### src/rtl/reg_stack_pkg.sv
// Shared op encodings and width helper for the operand stack.
package reg_stack_pkg;

  localparam logic [1:0] OP_HOLD = 2'b00;
  localparam logic [1:0] OP_POP  = 2'b01;
  localparam logic [1:0] OP_PUSH = 2'b10;
  localparam logic [1:0] OP_REPL = 2'b11;

  // Count must represent 0..depth inclusive.
  function automatic int unsigned calc_cw(input int unsigned depth);
    return $clog2(depth + 1);
  endfunction

endpackage

### src/rtl/reg_word.sv
// One stack entry: WIDTH-bit register with write enable and async active-low clear.
module reg_word #(
  parameter int unsigned WIDTH = 16
) (
  input  logic             clk,
  input  logic             rst_n,
  input  logic             i_we,
  input  logic [WIDTH-1:0] i_d,
  output logic [WIDTH-1:0] o_q
);

  logic [WIDTH-1:0] r_q;

  // Capture i_d when enabled, otherwise hold.
  always_ff @(posedge clk or negedge rst_n) begin
    if (!rst_n) begin
      r_q <= '0;
    end else if (i_we) begin
      r_q <= i_d;
    end
  end

  assign o_q = r_q;

endmodule

### src/rtl/reg_stack.sv
// Operand stack with push/pop/replace, combinational TOS/NOS, full/empty and sticky errors.
module reg_stack
  import reg_stack_pkg::*;
#(
  parameter int unsigned WIDTH = 16,
  parameter int unsigned DEPTH = 16,
  // Derived from DEPTH; leave at its default.
  parameter int unsigned CW    = calc_cw(DEPTH)
) (
  input  logic             clk,
  input  logic             reset,
  input  logic             push,
  input  logic             pop,
  input  logic [WIDTH-1:0] din,
  input  logic             clr_err,
  output logic [WIDTH-1:0] tos,
  output logic [WIDTH-1:0] nos,
  output logic [CW-1:0]    count,
  output logic             empty,
  output logic             full,
  output logic             overflow,
  output logic             underflow
);

  logic [CW-1:0]    r_count;
  logic             r_overflow;
  logic             r_underflow;

  logic [1:0]       w_op;
  logic             w_empty;
  logic             w_full;
  logic             w_wr_en;
  logic [CW-1:0]    w_wr_idx;
  logic [CW-1:0]    w_cnt_nxt;
  logic             w_ovf_set;
  logic             w_unf_set;
  logic [DEPTH-1:0] w_we;
  logic [WIDTH-1:0] w_q [DEPTH];
  logic [WIDTH-1:0] w_tos;
  logic [WIDTH-1:0] w_nos;

  assign w_empty = (r_count == '0);
  assign w_full  = (r_count == CW'(DEPTH));

  // Decode the op into a single write, the next count and error-set pulses.
  always_comb begin
    w_op      = {push, pop};
    w_wr_en   = 1'b0;
    w_wr_idx  = r_count;
    w_cnt_nxt = r_count;
    w_ovf_set = 1'b0;
    w_unf_set = 1'b0;
    case (w_op)
      OP_HOLD: ;
      OP_PUSH: begin
        if (w_full) begin
          w_ovf_set = 1'b1;
        end else begin
          w_wr_en   = 1'b1;
          w_cnt_nxt = r_count + CW'(1);
        end
      end
      OP_POP: begin
        if (w_empty) begin
          w_unf_set = 1'b1;
        end else begin
          w_cnt_nxt = r_count - CW'(1);
        end
      end
      OP_REPL: begin
        // Replace on an empty stack degenerates to a push into entry 0.
        w_wr_en = 1'b1;
        if (w_empty) begin
          w_cnt_nxt = CW'(1);
        end else begin
          w_wr_idx = r_count - CW'(1);
        end
      end
    endcase
  end

  // Storage: one-hot write enable per entry.
  for (genvar g = 0; g < DEPTH; g++) begin : g_entry
    assign w_we[g] = w_wr_en && (w_wr_idx == CW'(g));

    reg_word #(
      .WIDTH (WIDTH)
    ) u_word (
      .clk   (clk),
      .rst_n (reset),
      .i_we  (w_we[g]),
      .i_d   (din),
      .o_q   (w_q[g])
    );
  end

  // Count register; saturation is handled by the decode above.
  always_ff @(posedge clk or negedge reset) begin
    if (!reset) begin
      r_count <= '0;
    end else begin
      r_count <= w_cnt_nxt;
    end
  end

  // Sticky error flags; a new error in the clearing cycle wins.
  always_ff @(posedge clk or negedge reset) begin
    if (!reset) begin
      r_overflow  <= 1'b0;
      r_underflow <= 1'b0;
    end else begin
      r_overflow  <= w_ovf_set | (r_overflow  & ~clr_err);
      r_underflow <= w_unf_set | (r_underflow & ~clr_err);
    end
  end

  // TOS/NOS read muxes keyed on count; zero when the entry does not exist.
  always_comb begin
    w_tos = '0;
    w_nos = '0;
    for (int i = 0; i < int'(DEPTH); i++) begin
      if (r_count == CW'(i + 1)) w_tos = w_q[i];
    end
    for (int i = 0; i < int'(DEPTH) - 1; i++) begin
      if (r_count == CW'(i + 2)) w_nos = w_q[i];
    end
  end

  assign tos       = w_tos;
  assign nos       = w_nos;
  assign count     = r_count;
  assign empty     = w_empty;
  assign full      = w_full;
  assign overflow  = r_overflow;
  assign underflow = r_underflow;

endmodule
### config.mk
export PLATFORM = sky130hd
export DESIGN_NAME = reg_stack
export DESIGN_NICKNAME = d
export VERILOG_FILES = /design/src/rtl/reg_stack_pkg.sv /design/src/rtl/reg_word.sv /design/src/rtl/reg_stack.sv
export SDC_FILE = /design/constraint.sdc
export NUM_CORES = 1
export LEC_CHECK = 0
export CELL_PAD_IN_SITES_DETAIL_PLACEMENT = 0
export CELL_PAD_IN_SITES_GLOBAL_PLACEMENT = 2
export CORE_UTILIZATION = 30
export DETAILED_ROUTE_END_ITERATION = 6
export PLACE_DENSITY = 0.69
export REMOVE_ABC_BUFFERS = 1
export SYNTH_ARGS = -nofsm -noshare
export SYNTH_HDL_FRONTEND = slang
export SYNTH_SLANG_ARGS = --single-unit
### constraint.sdc
create_clock -name clk -period 6.7 [get_ports clk]
set_input_delay 1.005 -clock clk [delete_from_list [all_inputs] [get_ports clk]]
set_output_delay 1.005 -clock clk [all_outputs]
set_load 0.02 [all_outputs]
==> impl_metrics.csv <==
group,metric,value,unit
status,status,"finished, violations left",
status,violations,"DRC",
timing,holdWs,0.510,ns
grt,grt_max_degree,155,
cts,cts-root-buf,"clkbuf_16",
layout,nets,1572,
worst_setup_path,crit_type,"flip-flop to primary output",
cts,cts_setup_buffers,0,
timing,clock-skew-final,0.0202,ns
power,p_leak,7.05,nW
power,clkPwrFrac,19.8,%
synth,synth_flop_cell,"dfrtp_1",
layout,final_cells,2243,
power,pwr-share-seq,30.1,%
place,placed_cell_area,0.0166,mm2
synth,syn_avg_cell_area,10.0,um2
layout,final_util,35.4,%
place,dp_hpwl,40200,um
timing,rsz0062_at_grt,"false",
worst_setup_path,r2r_cells,11,
place,gp_congestion,0.880,
floorplanning,rows,82,
grt,grtUsageTotal,23.8,%
routing,vias,13100,
synth,yosysUniqueCellTypes,80,
cts,cts_buffers,34,
synth,synthArstFlopShare,100,%
worst_setup_path,required,5.69,ns
worst_setup_path,critPathTopFamily,"compound AO/OA/AOI/OAI gates",
timing,slew_headroom,19.2,%
cts,clock-sinks,263,
routing,drt_wl_total,62200,um
place,dp.cells,2181,
floorplanning,die_width,228,um
cts,clk_latency,0.55,ns
floorplanning,io_pins,62,
synth,yosys_register_bits,263,
worst_setup_path,slowest_stage,"a2111oi_0",
cts,cts_buffer_depth,3,
floorplanning,die_h,228,um
layout,final_cell_area,0.0178,mm2
routing,routedWlPerCell,27.8,um
worst_setup_path,cp-startpoint,"count[0]$_DFFE_PN0P_",
worst_setup_path,critPathArrivalTime,4.81,ns
routing,viasPerCell,5.86,
power,p_int,0.00573,W
layout,syn_to_final_growth,16.3,%
synth,synth_warnings,0,
synth,synth_edf_count,0,
power,vdd_drop_max,0.315,mV
synth,ys_seq_area_share,43.0,%
layout,num_antenna_cells,0,
timing,hold_viol,0,
power,comb_power_share,50.1,%
grt,antenna_found_initial,0,
worst_setup_path,start_kind,"flip-flop",
power,power.switching,0.00433,W
worst_setup_path,crit_path_end_kind,"primary output",
min_path,min_path_type,"flip-flop to flip-flop",
worst_setup_path,crit_chain,"ha_1, buf_4, or4_1, nor2_1, a221oi_1, a2111oi_0, o2111ai_1, o21ai_0, clkdlybuf4s50_1",
floorplanning,die_area,0.0519,mm2
grt,grt_pass1_wl,92100,um
timing,max_freq,0.172,GHz
routing,drc,2,
flow_run,cap_violations,0,
worst_setup_path,path_buf_inv,2,
timing,period_share,86.9,%
power,p_per_area,565,mW/mm2
power,p_sw_share,43.1,%
floorplanning,start_util,30.4,%
timing,tns,0,ns
cts,cts_resized,0,
worst_setup_path,cp_num_cells,9,
timing,setup_viol_count_final,0,
layout,final_cell_mix,"dfrtp_1 (260), mux2_2 (245), nand2_1 (148), a21oi_1 (126), nor2_1 (87)",
layout,mostFrequentLayoutCell,"dfrtp_1",
grt,grt_pass1_vias,13000,
worst_setup_path,critPathMaxFanout,25,
timing,maxSlewViolCount,0,
routing,ant_nets,0,
cts,cts_tree,"yes",
cts,holdBufCountCts,0,
cts,h-tree-depth,2,
grt,gr-total-overflow,0,
worst_setup_path,endpoint,"nos[0]",
timing,worst_pin_slew,1.21,ns
layout,drive_gt1_share,27.2,%
synth,syn_inst,1530,
synth,syn-cell-area,0.0153,mm2
timing,period_needed,5.82,ns
worst_setup_path,rrSetupSlack,2.48,ns
place,port_buffers,61,
worst_setup_path,rr_endpoint,"g_entry[7].u_word.o_q[6]$_DFFE_PN0P_",
routing,drt-initial-drc-count,1175,
floorplanning,design.core.area,0.0503,mm2
worst_setup_path,timing.rr.start,"count[0]$_DFFE_PN0P_",
worst_setup_path,critPathMaxStageDelay,0.98,ns
cts,cts.clk_slew.worst_paths,0.06,ns
routing,dr.pass1.iters,7,
-- per-layer routing --
layer  vias up  GRT usage [%]  wire length (um)
li1       5767              -                 -
met1      6682           32.5             26900
met2       566           37.1             28300
met3       130           3.94              4370
met4         0           10.3              2640
met5         -              0                 0
-- worst min path at each step --
stage | from | to | slack (ns) | depth (start not counted)
after floorplan | g_entry[15].u_word.o_q[6]$_DFFE_PN0P_ | g_entry[15].u_word.o_q[6]$_DFFE_PN0P_ | 0.48 | 1
after global placement | g_entry[15].u_word.o_q[14]$_DFFE_PN0P_ | g_entry[15].u_word.o_q[14]$_DFFE_PN0P_ | 0.49 | 1
after detailed placement | g_entry[15].u_word.o_q[14]$_DFFE_PN0P_ | g_entry[15].u_word.o_q[14]$_DFFE_PN0P_ | 0.50 | 1
after CTS | g_entry[15].u_word.o_q[14]$_DFFE_PN0P_ | g_entry[15].u_word.o_q[14]$_DFFE_PN0P_ | 0.51 | 1
after global routing | g_entry[15].u_word.o_q[11]$_DFFE_PN0P_ | g_entry[15].u_word.o_q[11]$_DFFE_PN0P_ | 0.53 | 1
final | g_entry[15].u_word.o_q[12]$_DFFE_PN0P_ | g_entry[15].u_word.o_q[12]$_DFFE_PN0P_ | 0.51 | 1
-- cell families after synthesis --
group	count (synthesis)	share of synthesized area, %
adder cells (fa/ha/maj)	6	0.490
buffers and inverters	145	4.60
AO/OA/AOI/OAI	460	19.9
AND/OR/NAND/NOR	397	12.8
flip-flops	263	43.0
XOR/XNOR	2	0.114
multiplexers	257	19.1
-- power groups by stage --
| stage | Combinational [W] | Sequential (W) | Clock (W) |
|---|---|---|---|
| floorplan | 0.00298 | 0.00285 | 0 |
| global placement | 0.00497 | 0.00302 | 0 |
| detailed placement | 0.00499 | 0.00303 | 0 |
| CTS | 0.00501 | 0.00301 | 0.00204 |
| global route | 0.00536 | 0.00314 | 0.00209 |
| finish | 0.00504 | 0.00303 | 0.00199 |
-- state kept, by name, indices dropped and copies added (netlist names) --
register / count
underflow: 1
overflow: 1
g_entry.u_word.o_q: 256
count: 5
-- final cells by class --
type,instances,area [um2]
Sequential cell,263,6590
Multi-Input combinational cell,1122,8120
Timing Repair Buffer,110,996
Inverter,14,57.6
Clock buffer,50,1040
Fill cell,5141,32500
Tap cell,672,841
Clock inverter,12,166
-- Yosys cell counts, types with 14 or more instances --
cell      instances  area share, %
o221a_2          17            1.3
a21o_1           15           0.74
dfrtp_1         263             43
nor2_1           87            2.1
mux2_2          245             18
nand3_1          43            1.4
a31oi_1          19           0.78
a221oi_1         20            1.1
nand2_1         148            3.6
a22oi_1          33            1.6
buf_6            18            1.3
clkbuf_1         86            2.1
o41ai_1          14           0.80
o21ai_0          85            2.8
nor3_1           32            1.0
o22ai_1          36            1.5
a21oi_1         126            4.1
a211oi_1         32            1.6
-- through the flow --
stage,setup slack [ns],total power (W)
6_report,0.881,0.0101
5_1_grt,0.770,0.0106
4_1_cts,0.974,0.0101
3_5_place_dp,1.58,0.00802
3_3_place_gp,1.59,0.00800
2_1_floorplan,0.888,0.00583
No activity file was read; power rests on OpenSTA's default activity.
